## config.mk

```make
export PLATFORM = sky130hd
export DESIGN_NAME = clk_edge_monitor
export DESIGN_NICKNAME = d
export VERILOG_FILES = /design/src/rtl/clk_edge_monitor_pkg.sv /design/src/rtl/clk_edge_monitor_sync_2ff.sv /design/src/rtl/clk_edge_monitor.sv
export SDC_FILE = /design/constraint.sdc
export NUM_CORES = 1
export LEC_CHECK = 0
export CAP_MARGIN = 0
export CELL_PAD_IN_SITES_DETAIL_PLACEMENT = 1
export CELL_PAD_IN_SITES_GLOBAL_PLACEMENT = 1
export CORE_AREA = 2 2 107 109
export CTS_BUF_LIST = sky130_fd_sc_hd__clkbuf_4 sky130_fd_sc_hd__clkbuf_8 sky130_fd_sc_hd__clkbuf_16
export CTS_CLUSTER_DIAMETER = 60
export CTS_CLUSTER_SIZE = 8
export DETAILED_ROUTE_END_ITERATION = 8
export DIE_AREA = 0 0 109 111
export GPL_TIMING_DRIVEN = 1
export PLACE_DENSITY = 0.84
export SETUP_SLACK_MARGIN = 0.3
export SKIP_CTS_REPAIR_TIMING = 1
export SLEW_MARGIN = 20
export SYNTH_ARGS = -nofsm -noshare
export SYNTH_HDL_FRONTEND = slang
export SYNTH_HIERARCHICAL = 1
export SYNTH_SLANG_ARGS = --single-unit
```

## constraint.sdc

```tcl
create_clock -name clk -period 2.7 [get_ports clk]
set_input_delay 0.54 -clock clk [delete_from_list [all_inputs] [get_ports clk]]
set_output_delay 0.54 -clock clk [all_outputs]
set_load 0.005 [all_outputs]
```

## src/rtl/clk_edge_monitor_pkg.sv

```systemverilog
// Shared types and constants for the slow-clock edge monitor.
// FSM encodings, default widths and the synchronizer fill length.
package clk_edge_monitor_pkg;

  localparam int DEF_CNT_W  = 32;
  localparam int DEF_EDGE_W = 16;
  localparam int INIT_LEN   = 2;

  typedef enum logic [1:0] {
    ST_INIT = 2'd0,
    ST_ARM  = 2'd1,
    ST_RUN  = 2'd2
  } mon_state_e;

endpackage

```

## src/rtl/clk_edge_monitor_sync_2ff.sv

```systemverilog
// Generic two-flop synchronizer, async active-low reset.
// Reusable for any single-bit or quasi-static bus crossing.
module sync_2ff #(
  parameter int W = 1
) (
  input  logic         clk,
  input  logic         rst_n,
  input  logic [W-1:0] d,
  output logic [W-1:0] q
);

  logic [W-1:0] s1_q;
  logic [W-1:0] s2_q;

  always_ff @(posedge clk or negedge rst_n) begin
    if (!rst_n) begin
      s1_q <= '0;
      s2_q <= '0;
    end else begin
      s1_q <= d;
      s2_q <= s1_q;
    end
  end

  assign q = s2_q;

endmodule

```

## src/rtl/clk_edge_monitor.sv

```systemverilog
// Slow-clock edge strobes, half-period measurement, edge count.
// Stall detector built only with CLK_EDGE_MONITOR_STALL_DETECT_EN.
module clk_edge_monitor
  import clk_edge_monitor_pkg::*;
#(
  parameter int          CNT_W   = DEF_CNT_W,
  parameter int          EDGE_W  = DEF_EDGE_W,
  parameter logic [31:0] TIMEOUT = 32'd50_000_000
) (
  input  logic              clk,
  input  logic              rst_n,
  input  logic              sclk_in,
  output logic              sclk_sync,
  output logic              rise_pulse,
  output logic              fall_pulse,
  output logic [CNT_W-1:0]  half_period,
  output logic              meas_valid,
  output logic              meas_ovf,
  output logic [EDGE_W-1:0] edge_cnt,
  output logic              stalled
);

  logic s2;
  logic s3_q;
  logic det_r;
  logic det_f;
  logic det;

  mon_state_e        state_q, state_d;
  logic [1:0]        init_cnt_q, init_cnt_d;
  logic [CNT_W-1:0]  hcnt_q, hcnt_d;
  logic [CNT_W-1:0]  hcnt_inc;
  logic [CNT_W-1:0]  half_period_q, half_period_d;
  logic              meas_valid_q, meas_valid_d;
  logic              meas_ovf_q, meas_ovf_d;
  logic [EDGE_W-1:0] edge_cnt_q, edge_cnt_d;
  logic              rise_q, rise_d;
  logic              fall_q, fall_d;

  sync_2ff #(.W(1)) u_sync (
    .clk   (clk),
    .rst_n (rst_n),
    .d     (sclk_in),
    .q     (s2)
  );

  assign det_r = s2 & ~s3_q;
  assign det_f = ~s2 & s3_q;
  assign det   = det_r | det_f;

  assign hcnt_inc = (&hcnt_q) ? hcnt_q
                              : hcnt_q + 1'b1;

  always_comb begin
    state_d       = state_q;
    init_cnt_d    = init_cnt_q;
    hcnt_d        = hcnt_q;
    half_period_d = half_period_q;
    meas_valid_d  = 1'b0;
    meas_ovf_d    = meas_ovf_q;
    edge_cnt_d    = edge_cnt_q;
    rise_d        = 1'b0;
    fall_d        = 1'b0;

    unique case (1'b1)
      state_q == ST_INIT: begin
        // det stays masked until s3 holds a real sample
        if (init_cnt_q == 2'(INIT_LEN)) begin
          state_d = ST_ARM;
        end else begin
          init_cnt_d = init_cnt_q + 2'd1;
        end
      end
      state_q == ST_ARM: begin
        rise_d = det_r;
        fall_d = det_f;
        if (det) begin
          hcnt_d  = '0;
          state_d = ST_RUN;
        end else begin
          hcnt_d = hcnt_inc;
        end
        if (det_r) edge_cnt_d = edge_cnt_q + 1'b1;
      end
      state_q == ST_RUN: begin
        rise_d = det_r;
        fall_d = det_f;
        if (det) begin
          half_period_d = hcnt_inc;
          meas_valid_d  = 1'b1;
          hcnt_d        = '0;
          if (&hcnt_q) meas_ovf_d = 1'b1;
        end else begin
          hcnt_d = hcnt_inc;
        end
        if (det_r) edge_cnt_d = edge_cnt_q + 1'b1;
      end
      default: begin
        state_d = ST_INIT;
      end
    endcase
  end

  always_ff @(posedge clk or negedge rst_n) begin
    if (!rst_n) begin
      state_q       <= ST_INIT;
      init_cnt_q    <= '0;
      s3_q          <= 1'b0;
      hcnt_q        <= '0;
      half_period_q <= '0;
      meas_valid_q  <= 1'b0;
      meas_ovf_q    <= 1'b0;
      edge_cnt_q    <= '0;
      rise_q        <= 1'b0;
      fall_q        <= 1'b0;
    end else begin
      state_q       <= state_d;
      init_cnt_q    <= init_cnt_d;
      s3_q          <= s2;
      hcnt_q        <= hcnt_d;
      half_period_q <= half_period_d;
      meas_valid_q  <= meas_valid_d;
      meas_ovf_q    <= meas_ovf_d;
      edge_cnt_q    <= edge_cnt_d;
      rise_q        <= rise_d;
      fall_q        <= fall_d;
    end
  end

`ifdef CLK_EDGE_MONITOR_STALL_DETECT_EN
  localparam int TW = (CNT_W > 32) ? CNT_W : 32;

  logic stalled_q, stalled_d;

  always_comb begin
    stalled_d = stalled_q;
    if (state_q != ST_INIT) begin
      if (det) begin
        stalled_d = 1'b0;
      end else if (TW'(hcnt_d) >= TW'(TIMEOUT)) begin
        stalled_d = 1'b1;
      end
    end
  end

  always_ff @(posedge clk or negedge rst_n) begin
    if (!rst_n) stalled_q <= 1'b0;
    else        stalled_q <= stalled_d;
  end

  assign stalled = stalled_q;
`else
  logic unused_timeout;
  assign unused_timeout = ^TIMEOUT;
  assign stalled        = 1'b0;
`endif

  assign sclk_sync   = s2;
  assign rise_pulse  = rise_q;
  assign fall_pulse  = fall_q;
  assign half_period = half_period_q;
  assign meas_valid  = meas_valid_q;
  assign meas_ovf    = meas_ovf_q;
  assign edge_cnt    = edge_cnt_q;

endmodule

```

; Word level (Yosys, flattened, before mapping)
; Cells that the tools add are included.
[word_totals]
regBits = 91
latchBits = 0
ramBits = 0
mem_bits_ro = 0
in_bits = 3
output_inout_bits = 54
mem_count = 0
[op_classes]
add_sub_neg = 3
n_mul = 0
div = 0
magnitude_cmp = 0
eq_ne = 5
shifts = 0
muxes = 9
n_bitwise = 7
reduce_logical = 8
[ops]
columns = operator, count
row1 = $mux 32, 2
row2 = $reduce_and 34->1, 1
row3 = $add 32x1->32 const B, 1
row4 = $reduce_and 32->1, 1
row5 = $add 16x1->16 const B, 1
row6 = $pmux 2 s3, 1
row7 = $reduce_and 2->1, 3
row8 = $eq 2x2->1 const B, 2
row9 = $mux 1, 4
row10 = $mux 2, 2
row11 = $not 1->1, 4
row12 = $reduce_and 3->1, 1
row13 = $add 2x1->2 const B, 1
row14 = $and 1x1->1, 2
row15 = $eq 2x1->1 const B, 1
row16 = $logic_not 2->1, 1
row17 = $ne 2x1->1 const B, 1
row18 = $ne 2x2->1 const B, 1
row19 = $reduce_or 2->1, 1
row20 = $or 1x1->1, 1

; Depth between registers and ports, before layout
[logic_depth]
word_depth = 5
ltp_mapped = 10
mapped_depth_nobuf = 8

; Modules after synthesis
; The synthesis kept the hierarchy.
[by_module_without_submodules]
columns = mod, n_inst, cells_per_inst, area_each_um2, seq_area_each_um2
row1 = clk_edge_monitor, 1, 486, 4541.9, 2227.1
row2 = sync_2ff, 1, 2, 50.0, 50.0

; Worst setup path after synthesis
; Ideal clock, no wire load.
[synth_path]
kind = reg-to-reg
startpoint = register state_q[0]
endpoint = register edge_cnt_q[11] (netlist: edge_cnt[11])
setup_time_ns = 0.123
t_arrival_ns = 2.063
setup_slack_ns = 0.514
path_stages_with_launch = 11
cell_sequence = dfrtp_1 > inv_1 > ha_1 > clkbuf_1 > and2_1 > clkbuf_1 > nand4_1 > nor2_1 > and3_1 > nand3_1 > xnor2_1
[synth_between]
elab_chain_cells = 3
[synth_rtl]
columns = item, line_no
row1 = "start, declared", clk_edge_monitor.sv:29  ; mon_state_e state_q, state_d;
row2 = "start signal, assigned", clk_edge_monitor.sv:117  ; state_q <= state_d;
row3 = $eq 2x1->1 or $eq 2x2->1 (tied branches), "clk_edge_monitor.sv:74, clk_edge_monitor.sv:85"
row4 = $reduce_or 2->1 (no line) *, --
row5 = $reduce_and 2->1 (no line) *, --
row6 = "end signal, assigned", clk_edge_monitor.sv:124  ; edge_cnt_q <= edge_cnt_d;
row7 = "end, declared", clk_edge_monitor.sv:36  ; logic [EDGE_W-1:0] edge_cnt_q, edge_cnt_d;
; Mark *: on every way between the ends. The rest lies on a longest branch, timed or not.
; A chain may end at the register's enable or synchronous reset.

; Final worst setup path
[layout_path]
startpoint = register hcnt_q[7]
endpoint = register hcnt_q[29]
[layout_between]
elab_chain_cells = 3
[layout_rtl]
columns = item, line_no
row1 = "start, declared", clk_edge_monitor.sv:31  ; logic [CNT_W-1:0] hcnt_q, hcnt_d;
row2 = "start signal, assigned", clk_edge_monitor.sv:120  ; hcnt_q <= hcnt_d;
row3 = $add 32x1->32 or $reduce_and 32->1 (tied branches), --
row4 = $mux 32 *, clk_edge_monitor.sv:51  ; assign hcnt_inc = (&hcnt_q) ? hcnt_q
row5 = $mux 32 *, "clk_edge_monitor.sv:77, clk_edge_monitor.sv:88"
; Marked as above.

==> impl_results.md <==
* Worst EP arrival at 2.52 ns
* DR iter-0 viols at about 310
* Sw power at 1.255 mW
* Post-synthesis cell type count at 47
* Total track usage at 22.11%
* Clock sink count at 91
* Seq pwr share at 41.4%
* Chip Height at 111 µm
* Vias in the first global route at 4251
* Rows at 39
* Input/output buffers at between 50 and 60
* RSZ-0062 raised after global routing: yes
* Final #Nets at 556
* Die ar. at roughly 12000 µm²
* Synthesized Nets at 499
* Placed Cells at 671
* Initial antenna violation count at 0
* Clock Latency Late Sink at 0.35 ns
* Worst Setup Start Kind: flip-flop
* Crit Path Max Fanout at 8
* Gr ovfl total at 0
* DP Area at 5313 µm²
* Clock-pin slew on the worst setup and hold paths at 0.07 ns
* Most frequent cells after synthesis: dfrtp_1, nand2_1, o21ai_0
* DP HPWL at 8795 µm
* Fin crit share at 84.45%
* First-pass GRT wire length at 21120 µm
* Count of final setup violators at 0
* Combinational share of power at 24.5%
* Critical Path RT at 2.94 ns
* PD cells at 664.9 nW/µm²
* Worst-margin pin slew at slightly above 0.8 ns
* Num ports at 57
* Yosys warnings at 6
* Sw frac at between 30% and 40%
* Total power at 3.789 mW
* Top FF cell, synth: dfrtp_1
* Category of the critical setup timing path: flip-flop to flip-flop
* Post-Route Skew at just under 0.008 ns
* DR vias/cell at 5.631
* Count leader, synth: dfrtp_1
* FFs w/ async S/R, synth at 100.0%
* Clk pwr share at 34.1%
* EDFF count, synth at 0
* Max Clock Freq at 438.5 MHz
* Final Cell Area at roughly 5700 µm²
* Antenna Cells at 0
* Inserted Clock Buffers at 9
* Placer Congestion at 0.8546
* Fin. Hold Viols at 0
* Post-synth top area share at 49.59%
* Via count at 3902
* Wire per inst at 18.32 µm
* R2r setup slk at between 0.4 and 0.5 ns
* H-tree Lvls at 3
* Yosys top cell by area: dfrtp_1
* Max_slew headroom at between 40% and 50%
* Share of layout cells above drive strength 1 at 10.18%
* CP peak stage delay at 0.46 ns
* Post-Syn Instances at 488
* Synthesis-stage register bit count at 91
* Peak supply drop at 391.0 µV
* Routed Antenna Nets at 0
* Core area at 11080 µm²
* Worst R2R Path Depth at 7
* Pleak at 2.389 nW
* Largest net degree at the start of global routing at 41
* CP endpoint kind: flip-flop
* Initial Util at 41.45%
* Max Cap Viol at 0
* Synth Cell Area at between 4000 and 5000 µm²
* DR pass1 iterations at 4
* Critical path's slowest cell: dfrtp_1
* Synthesized area per cell at about 9.4 µm²
* Post-Layout Cell Count at 693
* Sum Neg Setup Slack at 0 ns
* Pins Over Slew Limit at 0
* Synth area leaders: dfrtp_1, xnor2_1, nand2_1
* CTS tree: done
* Post-synthesis sequential area ratio at 49.59%
* Final WL at 12700 µm
* CP dominant cell by count: nand3_1
* Filler instances at ~1.2k
* CTS root buffer: clkbuf_16
* Die X at 109 µm
* Crit path cell chain: nand3_1 -> nor4_2 -> nand3_1 -> buf_4 -> nor3_1 -> o21ai_0 -> a21o_1
* Area Overhead vs Synth at 24.09%
* CTS max path bufs at 2
* Hold Crit Class: input pin to async pin
* Status: finished clean
* DRC Markers at 0
* Cell-internal power at 2.533 mW
* Min Tclk post-route at 2.280 ns
==> final timing paths <==
kind                                  startpoint                       to
max in group asynchronous                  rst_n    hcnt_q[5]$_DFFE_PN0N_
min reg2reg                u_sync/s1_q$_DFF_PN0_       u_sync/q$_DFF_PN0_
min                                        rst_n  edge_cnt[7]$_DFFE_PN0P_
max                        hcnt_q[7]$_DFFE_PN0N_   hcnt_q[29]$_DFFE_PN0N_
min in group clk           u_sync/s1_q$_DFF_PN0_       u_sync/q$_DFF_PN0_
max reg2reg                hcnt_q[7]$_DFFE_PN0N_   hcnt_q[29]$_DFFE_PN0N_
==> flip-flops by register name (all words and copies together), names as in the netlist <==
signal,cells
meas_ovf,1
fall_pulse,1
rise_pulse,1
edge_cnt,16
state_q,2
u_sync/s1_q,1
half_period,32
s3_q,1
meas_valid,1
init_cnt_q,2
u_sync/q,1
hcnt_q,32
==> logic make-up (layout without fill, tap and decap cells) <==
| family | Yosys count | in the layout | synth area share (%) |
|---|---|---|---|
| simple gates | 192 | 192 | 21.69 |
| compound gates | 99 | 99 | 12.70 |
| flops | 91 | 91 | 49.59 |
| buf+inv | 48 | 110 | 4.251 |
| xor+xnor | 44 | 44 | 8.392 |
| fa+ha+maj | 8 | 8 | 2.180 |
| mux | 5 | 5 | 1.117 |
| other cells | 1 | 1 | 0.08167 |
==> cell type report <==
type | instances | area [µm²] | area share [%]
Clock buffer | 9 | 225.2 | 3.953
Tap cell | 143 | 178.9 | 3.140
Clock inverter | 7 | 76.32 | 1.339
Inverter | 19 | 71.32 | 1.252
Timing Repair Buffer | 75 | 710.7 | 12.47
Sequential cell | 91 | 2277 | 39.96
Multi-Input combinational cell | 349 | 2158 | 37.88
==> worst max-delay path: cells and delay by family (launching register included) <==
family / cells / cell delay, ns
flip-flops: 1 / 0.46
buffers and inverters: 1 / 0.20
AO/OA/AOI/OAI: 2 / 0.38
AND/OR/NAND/NOR: 4 / 1.12
==> metal layers <==
layer,share of wire (%),global-route usage (%),routed length [µm]
met4,1.6,9.316,208
met1,42,27.32,5282
met5,0,0,0
met2,53,37.31,6697
met3,4.0,4.174,509
==> stage by stage <==
| step | util [%] | hold WS (ns) | setup slack [ns] |
|---|---|---|---|
| 2_1_floorplan | - | 0.2444 | 0.5135 |
| 3_3_place_gp | 47.96 | 0.3498 | 0.4574 |
| 3_5_place_dp | 47.96 | 0.3479 | 0.3190 |
| 4_1_cts | 50.68 | 0.1948 | 0.3021 |
| 5_1_grt | 51.44 | 0.2129 | 0.2217 |
| 6_report | 51.44 | 0.1651 | 0.4198 |
==> power groups by stage <==
| stage | clock network, mW | logic [mW] | registers, mW |
|---|---|---|---|
| after global routing | 1.36 | 1.01 | 1.58 |
| final | 1.29 | 0.929 | 1.57 |
| after CTS | 1.30 | 0.928 | 1.57 |
| after global placement | 0 | 0.869 | 1.58 |
| after detailed placement | 0 | 0.912 | 1.59 |
| after floorplan | 0 | 0.507 | 1.58 |
==> placed cells by master, fill, tap and decap left out, drive strengths merged, types with 13 or more instances in the layout <==
master          n
dfrtp          91
nand3          29
nor3           16
xor2           13
nand2          71
buf            21
nor2           16
o21ai          51
clkdlybuf4s50  54
nand4          18
inv            21
a21oi          16
xnor2          31
Power figures use the tool's default switching activity.
